**src/rtl/axil_cmd_master.sv**
```systemverilog
// axil_cmd_master
//   Accepts one command at a time and runs it as a single AXI4-Lite write or
//   read. The response is held on the rsp_* port until it is consumed.
//   A watchdog raises a sticky flag when the slave stalls for TIMEOUT cycles.
//
// Ports:
//   clk, rst                      clock, asynchronous active-high reset
//   cmd_valid/ready/we/addr/wdata/strb
//                                 command handshake (we: 1 = write, 0 = read)
//   rsp_valid/ready/we/rdata/resp response handshake (rdata is 0 for writes)
//   busy                          high whenever a command is being processed
//   timeout                       sticky watchdog flag, cleared on next accept
//   M_AXI_*                       AXI4-Lite master interface
module axil_cmd_master #(
    parameter int TIMEOUT = 1024,
    parameter int ADDR_W  = 32
) (
    input  logic              clk,
    input  logic              rst,
    input  logic              cmd_valid,
    output logic              cmd_ready,
    input  logic              cmd_we,
    input  logic [ADDR_W-1:0] cmd_addr,
    input  logic [31:0]       cmd_wdata,
    input  logic [3:0]        cmd_strb,
    output logic              rsp_valid,
    input  logic              rsp_ready,
    output logic              rsp_we,
    output logic [31:0]       rsp_rdata,
    output logic [1:0]        rsp_resp,
    output logic              busy,
    output logic              timeout,
    output logic [ADDR_W-1:0] M_AXI_AWADDR,
    output logic              M_AXI_AWVALID,
    input  logic              M_AXI_AWREADY,
    output logic [31:0]       M_AXI_WDATA,
    output logic [3:0]        M_AXI_WSTRB,
    output logic              M_AXI_WVALID,
    input  logic              M_AXI_WREADY,
    input  logic [1:0]        M_AXI_BRESP,
    input  logic              M_AXI_BVALID,
    output logic              M_AXI_BREADY,
    output logic [ADDR_W-1:0] M_AXI_ARADDR,
    output logic              M_AXI_ARVALID,
    input  logic              M_AXI_ARREADY,
    input  logic [31:0]       M_AXI_RDATA,
    input  logic [1:0]        M_AXI_RRESP,
    input  logic              M_AXI_RVALID,
    output logic              M_AXI_RREADY
);

    typedef enum logic [2:0] {S_IDLE, S_WA, S_WB, S_RA, S_RD, S_RSP} state_t;

    localparam int CW = $clog2(TIMEOUT + 1);
    localparam logic [CW-1:0] TO_MAX = CW'(TIMEOUT);

    state_t            state;
    logic [ADDR_W-1:0] addr_r;
    logic [CW-1:0]     wd_cnt;

    assign cmd_ready    = (state == S_IDLE);
    assign busy         = (state != S_IDLE);
    assign M_AXI_AWADDR = addr_r;
    assign M_AXI_ARADDR = addr_r;

    always_ff @(posedge clk or posedge rst) begin
        if (rst) begin
            state         <= S_IDLE;
            addr_r        <= '0;
            M_AXI_WDATA   <= '0;
            M_AXI_WSTRB   <= '0;
            M_AXI_AWVALID <= 1'b0;
            M_AXI_WVALID  <= 1'b0;
            M_AXI_BREADY  <= 1'b0;
            M_AXI_ARVALID <= 1'b0;
            M_AXI_RREADY  <= 1'b0;
            rsp_valid     <= 1'b0;
            rsp_we        <= 1'b0;
            rsp_rdata     <= '0;
            rsp_resp      <= '0;
            timeout       <= 1'b0;
            wd_cnt        <= '0;
        end else begin
            case (state)
                S_IDLE: begin
                    if (cmd_valid) begin
                        // Masking keeps the address word-aligned.
                        addr_r      <= cmd_addr & ~ADDR_W'(3);
                        M_AXI_WDATA <= cmd_wdata;
                        M_AXI_WSTRB <= cmd_strb;
                        rsp_we      <= cmd_we;
                        timeout     <= 1'b0;
                        wd_cnt      <= '0;
                        if (cmd_we) begin
                            M_AXI_AWVALID <= 1'b1;
                            M_AXI_WVALID  <= 1'b1;
                            state         <= S_WA;
                        end else begin
                            M_AXI_ARVALID <= 1'b1;
                            state         <= S_RA;
                        end
                    end
                end
                S_WA: begin
                    // A cleared valid marks its channel as already done.
                    if (M_AXI_AWREADY) M_AXI_AWVALID <= 1'b0;
                    if (M_AXI_WREADY)  M_AXI_WVALID  <= 1'b0;
                    if ((!M_AXI_AWVALID || M_AXI_AWREADY) &&
                        (!M_AXI_WVALID  || M_AXI_WREADY)) begin
                        M_AXI_BREADY <= 1'b1;
                        state        <= S_WB;
                    end
                end
                S_WB: begin
                    if (M_AXI_BVALID) begin
                        rsp_resp     <= M_AXI_BRESP;
                        rsp_rdata    <= '0;
                        M_AXI_BREADY <= 1'b0;
                        rsp_valid    <= 1'b1;
                        state        <= S_RSP;
                    end
                end
                S_RA: begin
                    if (M_AXI_ARREADY) begin
                        M_AXI_ARVALID <= 1'b0;
                        M_AXI_RREADY  <= 1'b1;
                        state         <= S_RD;
                    end
                end
                S_RD: begin
                    if (M_AXI_RVALID) begin
                        rsp_rdata    <= M_AXI_RDATA;
                        rsp_resp     <= M_AXI_RRESP;
                        M_AXI_RREADY <= 1'b0;
                        rsp_valid    <= 1'b1;
                        state        <= S_RSP;
                    end
                end
                S_RSP: begin
                    if (rsp_ready) begin
                        rsp_valid <= 1'b0;
                        state     <= S_IDLE;
                    end
                end
                default: state <= S_IDLE;
            endcase

            // Watchdog: counts bus-wait cycles and saturates at TIMEOUT.
            if ((state == S_WA || state == S_WB || state == S_RA || state == S_RD) &&
                wd_cnt != TO_MAX) begin
                wd_cnt <= wd_cnt + CW'(1);
                if (wd_cnt == TO_MAX - CW'(1)) timeout <= 1'b1;
            end
        end
    end

endmodule

```
**config.mk**
```make
export PLATFORM = sky130hd
export DESIGN_NAME = axil_cmd_master
export DESIGN_NICKNAME = d
export VERILOG_FILES = /design/src/rtl/axil_cmd_master.sv
export SDC_FILE = /design/constraint.sdc
export NUM_CORES = 1
export LEC_CHECK = 0
export ABC_CLOCK_PERIOD_IN_PS = 11400
export CORE_ASPECT_RATIO = 0.6
export CORE_MARGIN = 4
export CORE_UTILIZATION = 44
export CTS_CLUSTER_DIAMETER = 120
export DETAILED_ROUTE_END_ITERATION = 12
export PLACE_DENSITY = 0.95
export SLEW_MARGIN = 20
export SYNTH_ARGS = -nofsm -noshare
export SYNTH_HDL_FRONTEND = slang
export SYNTH_SLANG_ARGS = --single-unit
```
**constraint.sdc**
```tcl
create_clock -name clk -period 11.4 [get_ports clk]
set_input_delay 2.28 -clock clk [delete_from_list [all_inputs] [get_ports clk]]
set_output_delay 2.28 -clock clk [all_outputs]
set_load 0.005 [all_outputs]
```
==> flow_summary.toml <==
[setup_path]
critPathLaunchType = "register"
end_kind = "output port"
cp.arrival_ns = 2.17
crit_chain = "or3_1, clkinv_2, clkdlybuf4s50_1"
slowest_stage = "or3_1"
cpPeakStageDelay_ns = 0.58
path_class = "reg2out"
required_ns = 9.12
path_max_fanout = 20
ff2ff_path_depth = 6

[logic_synthesis]
postSynth.asyncResetShare_pct = 100
synthCells = 602
syn_area_mm2 = 0.00531
yosysMostFrequentCell = "nand2_1"
yosys_warnings = 0
ys.flop_type = "dfrtp_1"
ys_types = 39
synth.top_cell.area_share_pct = 57.5
syn_avg_cell_area_um2 = 8.83
ys_ff_latch = 122
yosysSeqAreaShare_pct = 57.5
yosys-top-cells-area = "dfrtp_1 (57%), nand2_1 (20%), buf_4 (5.4%)"
synth_edf_count = 0
synth_area_leader_cell = "dfrtp_1"
synth_common_cells = "nand2_1 (282), dfrtp_1 (122), o21ai_0 (46)"

[pwr]
p_per_area_mw_per_mm2 = 261
p_comb_share_pct = 39.0
sequentialPowerShare_pct = 33.6
switching_share_pct = 31.9
p_clk_share_pct = 27.4
peakVddDrop_mv = 0.119
total_power_mw = 2.18
leakage_nw = 3.83
p_switching_uw = 695
p_int_mw = 1.48

[clock_tree]
cts_tree = "done"
cts_hold_buf = 0
cts_resized = 0
post_cts_buffers = 0
ctsLongestPathBuffers = 2
cts_sinks = 122
clock-root-buffer = "clkbuf_16"
htree_levels = 4
numCtsBuffers = 17
clkSlewWorstSetupHoldPaths_ns = 0.05
clock_latency_ns = 0.40

[drt]
post_drt_wl_per_cell_um = 16.0
drtAntennaViolNets = 0
drtIter0Drc = 283
wl_mm = 15.8
via_per_inst = 4.88
vias = 4811
first_pass_iters = 5
drc = 0

[final_layout]
nNetsFinal = 929
final_cells = 986
fillCellCount = 836
diodes = 0
drive_gt1_share_pct = 5.21
area_growth_pct = 56.8

[die]
start_util_pct = 46.0
die_w_um = 150
design.core.area_mm2 = 0.0116
die_y_um = 93.1
num_rows = 30
io_pins = 258
die_area_mm2 = 0.0140

[placed_design]
post-place-cells = 954
gp_congestion = 0.771
dp.final_hpwl_mm = 11.6
io_buffers = 251

[timing]
clock_skew_ns = 0.00769
hold_ws_ns = 0.473
worst_pin_slew_ns = 1.08
final.period_utilization_pct = 39.0
fmax_ghz = 0.225
fin_crit_ns = 4.45
slew_viol_final = 0
final_hold_viol_count = 0
final.setup.tns_ns = 0
rsz0062_at_grt = "false"
finalSetupViolCount = 0
slew_headroom_pct = 27.9

[global_routing]
gr-total-overflow = 0
grt_max_degree = 73
grt_antenna_before_repair = 0
grt_pass1_wl_mm = 24.6
grt_pass1_vias = 4941
grt_use_total_pct = 22.4

[run]
drv_cap = 0

[status]
outcome = "finished clean"

[worst_hold_path]
hold_path_class = "reg2reg"
min_delay_path_depth = 2
[placed cells by master, fill, tap and decap left out, types with 3 or more instances in the layout]
master and instances:
o31ai_1 4, dfrtp_1 122, nand2_1 281, clkinv_4 3, clkdlybuf4s50_1 251, nand3_1 9, o211ai_1 4, a31oi_1 5
clkbuf_16 17, conb_1 4, a21oi_1 4, bufinv_16 5, buf_4 4, mux2i_1 6, nand4_1 4, o21ai_0 46
nor2_1 6, inv_1 11
[logic make-up after synthesis]
group | after synthesis | synth area share [%]
and+or+nand+nor | 318 | 23.9
buffers and inverters | 79 | 8.81
other | 1 | 0.0706
DFF | 122 | 57.5
AOI/OAI and AO/OA | 73 | 7.94
muxes | 7 | 1.34
adders and majority gates | 2 | 0.471
[worst max-delay path: cells and delay by family, from the launching register on]
family	cells	cell delay (ns)
flops	1	0.57
simple gates	1	0.58
buf+inv	2	0.63
[power groups by stage]
| stage | clock network, mW | logic, mW | registers (mW) |
|---|---|---|---|
| detailed placement | 0 | 0.854 | 0.734 |
| CTS | 0.606 | 0.862 | 0.731 |
| global route | 0.629 | 0.936 | 0.756 |
| finish | 0.597 | 0.848 | 0.732 |
| global placement | 0 | 0.820 | 0.719 |
| floorplan | 0 | 0.401 | 0.714 |
[state kept, by name, summed over array words and instances (netlist names)]
name / flops
rsp_we: 1
M_AXI_ARVALID: 1
M_AXI_WVALID: 1
rsp_rdata: 32
M_AXI_WSTRB: 4
M_AXI_WDATA: 32
rsp_resp: 2
wd_cnt: 11
timeout: 1
M_AXI_AWVALID: 1
M_AXI_RREADY: 1
M_AXI_ARADDR: 30
state: 3
rsp_valid: 1
M_AXI_BREADY: 1
[stage by stage]
stage,setup WS [ns],cell area [um2],util (%)
2_1_floorplan,5.88,5330,-
3_3_place_gp,7.26,7670,66.3
5_1_grt,6.86,8330,72.1
3_5_place_dp,7.24,7670,66.3
6_report,6.95,8330,72.1
4_1_cts,6.94,8330,72.1
[routing by layer]
metal / vias to the layer above / track usage [%] / wire length, um
li1: 2309 / - / -
met1: 2265 / 26.1 / 6000
met2: 215 / 38.3 / 7930
met3: 22 / 8.96 / 1600
met4: 0 / 6.54 / 222
met5: - / 0 / 0
[path summary, 6_finish.rpt]
| path | start | slack, ns | to |
|---|---|---|---|
| max | state[1] | 6.95 | cmd_ready |
| min | M_AXI_WDATA[13] | 0.47 | M_AXI_WDATA[13] |
| max reg2reg | state[1] | 8.90 | wd_cnt[9] |
| min reg2reg | M_AXI_WDATA[13] | 0.47 | M_AXI_WDATA[13] |
| max in group asynchronous | rst | 7.77 | rsp_resp[0] |
| min in group asynchronous | rst | 2.38 | M_AXI_ARADDR[8] |
[layout make-up]
cell class	count	area (um2)	area share (%)
clock buffer	19	453	5.43
clock inverter	13	214	2.57
inverter	13	52.6	0.631
multi-input combinational	404	1820	21.8
sequential	122	3050	36.6
tap	160	200	2.40
timing repair buffer	255	2540	30.5
Note: power is estimated with default switching activity, not from simulation.
